File: src/rtl/vram_arbiter_pkg.sv
// Shared types and defaults for the VRAM arbiter: FSM state, read-owner tags, wait default.
package vram_arbiter_pkg;

    localparam int unsigned MpuWaitMaxDefault = 8;

    typedef enum logic [1:0] {
        StShared = 2'd0,
        StDrain  = 2'd1,
        StMpuOwn = 2'd2
    } arb_state_e;

    typedef enum logic [1:0] {
        TagNone = 2'd0,
        TagMpu  = 2'd1,
        TagRen  = 2'd2
    } owner_tag_e;

endpackage

File: src/rtl/vram_arbiter.sv
// Two-requester VRAM arbiter (MPU + renderer) with registered command outputs and a
// one-entry owner tag that routes read data back two cycles after the grant.
module vram_arbiter
    import vram_arbiter_pkg::*;
#(
    parameter int unsigned ADDR_WIDTH   = 20,
    parameter int unsigned DATA_WIDTH   = 16,
    parameter int unsigned MPU_WAIT_MAX = MpuWaitMaxDefault
) (
    input  logic                  clk,
    input  logic                  reset,
    input  logic                  mpu_own,
    input  logic                  mpu_req,
    input  logic                  mpu_wr,
    input  logic [1:0]            mpu_be,
    input  logic [ADDR_WIDTH-1:0] mpu_addr,
    input  logic [DATA_WIDTH-1:0] mpu_wdata,
    output logic                  mpu_ack,
    output logic                  mpu_rvalid,
    output logic [DATA_WIDTH-1:0] mpu_rdata,
    input  logic                  ren_req,
    input  logic [ADDR_WIDTH-1:0] ren_addr,
    output logic                  ren_ack,
    output logic                  ren_rvalid,
    output logic [DATA_WIDTH-1:0] ren_rdata,
    output logic                  vram_en,
    output logic                  vram_rd,
    output logic                  vram_wr,
    output logic [1:0]            vram_be,
    output logic [ADDR_WIDTH-1:0] vram_addr,
    output logic [DATA_WIDTH-1:0] vram_data_out,
    input  logic [DATA_WIDTH-1:0] vram_data_in
);

    localparam int unsigned WaitW = $clog2(MPU_WAIT_MAX + 1);
    localparam logic [WaitW-1:0] WaitMax = WaitW'(MPU_WAIT_MAX);

    arb_state_e state_q, state_d;
    logic [WaitW-1:0] wait_cnt_q, wait_cnt_d;
    logic grant_mpu, grant_ren;

    owner_tag_e tag_q, tag_d;
    logic en_q, en_d, rd_q, rd_d, wr_q, wr_d;
    logic [1:0] be_q, be_d;
    logic [ADDR_WIDTH-1:0] addr_q, addr_d;
    logic [DATA_WIDTH-1:0] dout_q, dout_d;
    logic mpu_ack_q, ren_ack_q;
    logic mpu_rvalid_q, ren_rvalid_q;
    logic [DATA_WIDTH-1:0] mpu_rdata_q, ren_rdata_q;

    // Grant decision; an ownership change costs this cycle and one DRAIN cycle with no grant.
    always_comb begin
        state_d   = state_q;
        grant_mpu = 1'b0;
        grant_ren = 1'b0;
        unique case (state_q)
            StShared: begin
                if (mpu_own) begin
                    state_d = StDrain;
                end else if (mpu_req && (!ren_req || wait_cnt_q == WaitMax)) begin
                    grant_mpu = 1'b1;
                end else if (ren_req) begin
                    grant_ren = 1'b1;
                end
            end
            StDrain: begin
                state_d = mpu_own ? StMpuOwn : StShared;
            end
            StMpuOwn: begin
                if (!mpu_own) begin
                    state_d = StDrain;
                end else if (mpu_req) begin
                    grant_mpu = 1'b1;
                end
            end
            default: state_d = StShared;
        endcase
    end

    always_comb begin
        wait_cnt_d = wait_cnt_q;
        if (state_q != StShared || state_d != StShared) begin
            wait_cnt_d = '0;
        end else if (grant_mpu || !mpu_req) begin
            wait_cnt_d = '0;
        end else if (wait_cnt_q != WaitMax) begin
            wait_cnt_d = wait_cnt_q + WaitW'(1);
        end
    end

    // Next command; the address holds through idle cycles.
    always_comb begin
        en_d   = 1'b0;
        rd_d   = 1'b0;
        wr_d   = 1'b0;
        be_d   = 2'b00;
        addr_d = addr_q;
        dout_d = '0;
        tag_d  = TagNone;
        if (grant_mpu) begin
            en_d   = 1'b1;
            rd_d   = !mpu_wr;
            wr_d   = mpu_wr;
            be_d   = mpu_be;
            addr_d = mpu_addr;
            dout_d = mpu_wr ? mpu_wdata : '0;
            tag_d  = mpu_wr ? TagNone : TagMpu;
        end else if (grant_ren) begin
            en_d   = 1'b1;
            rd_d   = 1'b1;
            be_d   = 2'b11;
            addr_d = ren_addr;
            tag_d  = TagRen;
        end
    end

    always_ff @(posedge clk) begin
        if (reset) begin
            state_q      <= StShared;
            wait_cnt_q   <= '0;
            tag_q        <= TagNone;
            en_q         <= 1'b0;
            rd_q         <= 1'b0;
            wr_q         <= 1'b0;
            be_q         <= 2'b00;
            addr_q       <= '0;
            dout_q       <= '0;
            mpu_ack_q    <= 1'b0;
            ren_ack_q    <= 1'b0;
            mpu_rvalid_q <= 1'b0;
            ren_rvalid_q <= 1'b0;
            mpu_rdata_q  <= '0;
            ren_rdata_q  <= '0;
        end else begin
            state_q      <= state_d;
            wait_cnt_q   <= wait_cnt_d;
            tag_q        <= tag_d;
            en_q         <= en_d;
            rd_q         <= rd_d;
            wr_q         <= wr_d;
            be_q         <= be_d;
            addr_q       <= addr_d;
            dout_q       <= dout_d;
            mpu_ack_q    <= grant_mpu;
            ren_ack_q    <= grant_ren;
            // vram_data_in belongs to the command driven this cycle, tagged by tag_q.
            mpu_rvalid_q <= (tag_q == TagMpu);
            ren_rvalid_q <= (tag_q == TagRen);
            if (tag_q == TagMpu) begin
                mpu_rdata_q <= vram_data_in;
            end
            if (tag_q == TagRen) begin
                ren_rdata_q <= vram_data_in;
            end
        end
    end

    assign vram_en       = en_q;
    assign vram_rd       = rd_q;
    assign vram_wr       = wr_q;
    assign vram_be       = be_q;
    assign vram_addr     = addr_q;
    assign vram_data_out = dout_q;
    assign mpu_ack       = mpu_ack_q;
    assign ren_ack       = ren_ack_q;
    assign mpu_rvalid    = mpu_rvalid_q;
    assign ren_rvalid    = ren_rvalid_q;
    assign mpu_rdata     = mpu_rdata_q;
    assign ren_rdata     = ren_rdata_q;

endmodule

File: config.mk
export PLATFORM = sky130hd
export DESIGN_NAME = vram_arbiter
export DESIGN_NICKNAME = d
export VERILOG_FILES = /design/src/rtl/vram_arbiter_pkg.sv /design/src/rtl/vram_arbiter.sv
export SDC_FILE = /design/constraint.sdc
export NUM_CORES = 1
export LEC_CHECK = 0
export ABC_AREA = 1
export ABC_CLOCK_PERIOD_IN_PS = 1350
export CAP_MARGIN = 20
export CORE_MARGIN = 5
export CORE_UTILIZATION = 37
export DETAILED_ROUTE_END_ITERATION = 8
export PLACE_DENSITY = 0.76
export SLEW_MARGIN = 0
export SYNTH_ARGS = -nofsm -noshare
export SYNTH_HDL_FRONTEND = slang
export SYNTH_SLANG_ARGS = --single-unit
File: constraint.sdc
create_clock -name clk -period 1.35 [get_ports clk]
set_input_delay 0.2025 -clock clk [delete_from_list [all_inputs] [get_ports clk]]
set_output_delay 0.2025 -clock clk [all_outputs]
set_load 0.005 [all_outputs]
==> results.md <==
- Post-synth top area cell: dfxtp_1
- Cell count after placement: 701
- Fin cells: 726
- Clock root buffer master: clkbuf_8
- Hold Fails Final Rpt: 0
- Die area: 0.01102 sq mm
- Crit Path Max Fanout: 4
- Critical path's slowest cell: dfxtp_2
- Syn Nets: 525
- Die W: 105.0 um
- Post-synthesis sequential area ratio: 0.5097
- Tightest Pin Transition: 694.8 ps
- Top_reg_cell synth: dfxtp_1
- CP cell instances: inv_2 > ha_4 > nand3_2 > nand2_2 > nand2_4 > nand2_4 > nand2_8 > clkinv_8 > buf_4 > nand2_1 > nand2_1
- Die H: 105.0 um
- Detail Placement HPWL: 7.391 mm
- Final Net Count: 695
- Post-synthesis mux area share: 0
- Core area: 0.008763 sq mm
- Final instance area: 0.005652 sq mm
- Global Route met1 Usage: 0.2307
- Detailed-route wire length: 10.75 mm
- Comb power frac: 0.150
- Worst vdd ir: 504.9 uV
- Tcrit/Tclk final: 1.058
- Cell Pwr Density: 1025 mW/mm^2
- CP endpoint kind: flip-flop
- Vias in the first global route: 3435
- Largest family of logic cells by synthesized area: simple AND/OR/NAND/NOR gates
- Share of cells above drive strength 1: 0.1893
- Row Count: 34
- CTS tree: yes
- Vias per cell: 4.851
- GRT Resource Usage Total: 0.1880
- Tmin final: 1429 ps
- Vias: 3522
- Arr. time, crit path: 1670 ps
- Antenna violations before repair: 0
- Placed cell areas: 0.005147 sq mm
- YS warnings: 0
- Skew final: 8.410 ps
- Initial Util: 0.3809
- Clock share of power: 0.388
- Post-synthesis register bit count: 85
- Leak: 2.762 nW
- Final WS setup: -78.67 ps
- Switch share: 0.2329
- Pins Over Slew Limit: 0
- Clk slew on worst S/H paths: 90 ps
- # H-tree levels: 3
- Synth Area in Simple Gates: 0.2942
- Met2 usage: 0.3192
- Synthesized area: 0.003338 sq mm
- Syn Inst Count: 443
- WL per Instance: 14.81 um
- Share of the synthesized area in the top cell type: 0.5097
- DRT iter0 DRCs: 181
- DRT antenna net count: 0
- MaxCap Viol Count: 0
- CP Launch Type: flip-flop
- Worst Hold Class: in -> reg
- Largest cells by area after synthesis: dfxtp_1 (51%), nor2_1 (9.1%), nand3_1 (6.6%)
- 1st-pass router iterations: 5
- Longest Clk Path Bufs: 2
- Worst path required time: 1590 ps
- Worst-Skew Late Latency: 350 ps
- WHS: 373.2 ps
- Highest clock rate: 0.7000 GHz
- Largest net degree at the start of global routing: 41
- XOR/XNOR Fraction of Synth Area: 0.002624
- Top-count cell post-synth: dfxtp_1
- Routability cong.: 0.8436
- Worst path top cell family by delay: simple AND/OR/NAND/NOR gates
- Grt met3 use: 0.04254
- GRT Max-Usage Layer: met2
- Final Setup Violations: 29
- Syn Area/Cell: 7.535 sq um
- Pwr Total: 0.005792 W
- DRC Markers: 0
- Count of unique library cells instantiated by Yosys: 23
- WP buf/inv: 3
- I/O pins: 157
- Status: complete, but fails checks
- Int Power: 0.004443 W
- Relative slew slack: 0.5353
- I/O Buffers: 156
- Post-CTS Hold Buffers: 0
- First-pass GRT wire length: 16.99 mm
- NetSw: 0.001349 W
- Complex-gate fraction of the synthesized area: 0.08996
- Sequential Power Share: 0.462
- TritonCTS Buffers: 9
- TritonCTS sink count: 85
- Crit path kind: reg -> reg
- Antenna diode count: 0
- Synthesis-to-finish area growth: 69.30%
- EDFF count, synth: 0
- Failing checks: negative setup slack
- FFs w/ async S/R, synth: 0
- Synth top cells by count: dfxtp_1 (85), nor2_1 (81), nand2_1 (54), inv_1 (49), nand3_1 (44)
- Largest stage delay on the critical path: 340 ps
- GRT overflow: 0
- RSZ-0062 raised after global routing: true
- Post-synthesis adder-cell area fraction: 0.007496
[routing by layer]
layer  vias up  wire length, um
met1      1628             4446
met3        14              552
met5         -                0
met4         0              167
li1       1758                -
met2       122             5584
[cells by family (layout without fill, tap and decap cells)]
group | after synthesis | count (layout)
AO/OA/AOI/OAI | 59 | 59
adder cells (fa/ha/maj) | 2 | 2
buffers and inverters | 79 | 252
flip-flops | 85 | 85
AND/OR/NAND/NOR | 217 | 219
XOR/XNOR | 1 | 1
[sequential cells by signal, indices dropped and copies added (netlist names)]
register	cells
mpu_ack	1
mpu_rdata	16
mpu_rvalid	1
ren_ack	1
ren_rdata	16
ren_rvalid	1
state_q	2
tag_q	2
vram_addr	20
vram_be	2
vram_data_out	16
vram_en	1
vram_rd	1
vram_wr	1
wait_cnt_q	4
[metrics by stage]
step           setup WS, ps  utilization  setup TNS [ps]
2_1_floorplan         6.269            -               0
3_3_place_gp         -286.0       0.5874          -11830
3_5_place_dp         -368.1       0.5874          -14340
4_1_cts              -72.54       0.6261           -1105
5_1_grt              -192.3       0.6449           -5229
6_report             -78.67       0.6449           -1185
[layout by cell type (no fill, tap or decap), drive strengths merged]
| master | netlist | routed |
|---|---|---|
| nor2 | 90 | 90 |
| dfxtp | 85 | 85 |
| clkdlybuf4s50 | 0 | 79 |
| dlygate4sd2 | 0 | 76 |
| nand2 | 58 | 60 |
| inv | 51 | 50 |
| nand3 | 45 | 45 |
| o21ai | 33 | 33 |
| buf | 12 | 27 |
| a21oi | 24 | 24 |
| nand4 | 23 | 23 |
| clkbuf | 15 | 12 |
| bufinv | 0 | 3 |
| clkinv | 1 | 3 |
| ha | 2 | 2 |
| nor3 | 1 | 1 |
| o211ai | 1 | 1 |
| xor2 | 1 | 1 |
| o21a | 1 | 1 |
| clkinvlp | 0 | 1 |
| dlymetal6s2s | 0 | 1 |
[power by group through the flow]
stage	clock network, W	logic [W]	registers, W
floorplan	0	0.000288	0.00273
global placement	0	0.000825	0.00273
detailed placement	0	0.000838	0.00273
CTS	0.00228	0.000825	0.00267
global route	0.00242	0.000955	0.00269
finish	0.00225	0.000870	0.00267
[worst reg2reg max path, cell delays in order (launching register included)]
cell and delay [ps]:
dfxtp_2 340, inv_2 50, ha_4 160, nand3_2 90, nand2_2 70, nand2_4 90
nand2_4 100, nand2_8 100, clkinv_8 90, buf_4 140, nand2_1 50, nand2_1 50
[final cells by class]
class | instances | area [sq um]
clock buffer | 11 | 151.4
clock inverter | 5 | 106.4
fill | 773 | 3112
inverter | 52 | 210.2
multi-input combinational | 281 | 1520
sequential | 85 | 1733
tap | 108 | 135.1
timing repair buffer | 184 | 1795
[worst paths after layout]
| path | from | endpoint | slack, ps | cells past startpoint |
|---|---|---|---|---|
| hold reg to reg | ren_rdata[0] | ren_rdata[0] | 480 | 2 |
| hold / removal | mpu_wdata[0] | vram_data_out[0] | 370 | 3 |
| setup / recovery | wait_cnt_q[0] | vram_be[0] | -80 | 11 |
| setup reg to reg | wait_cnt_q[0] | vram_be[0] | -80 | 11 |
[what timing repair did]
item	CTS	global route
gates cloned	1	3
buffers inserted	5	2
gates resized for setup	116	37
setup endpoints to repair	118	48
pin swaps	8	15
Note: power is estimated with default switching activity, not from simulation.
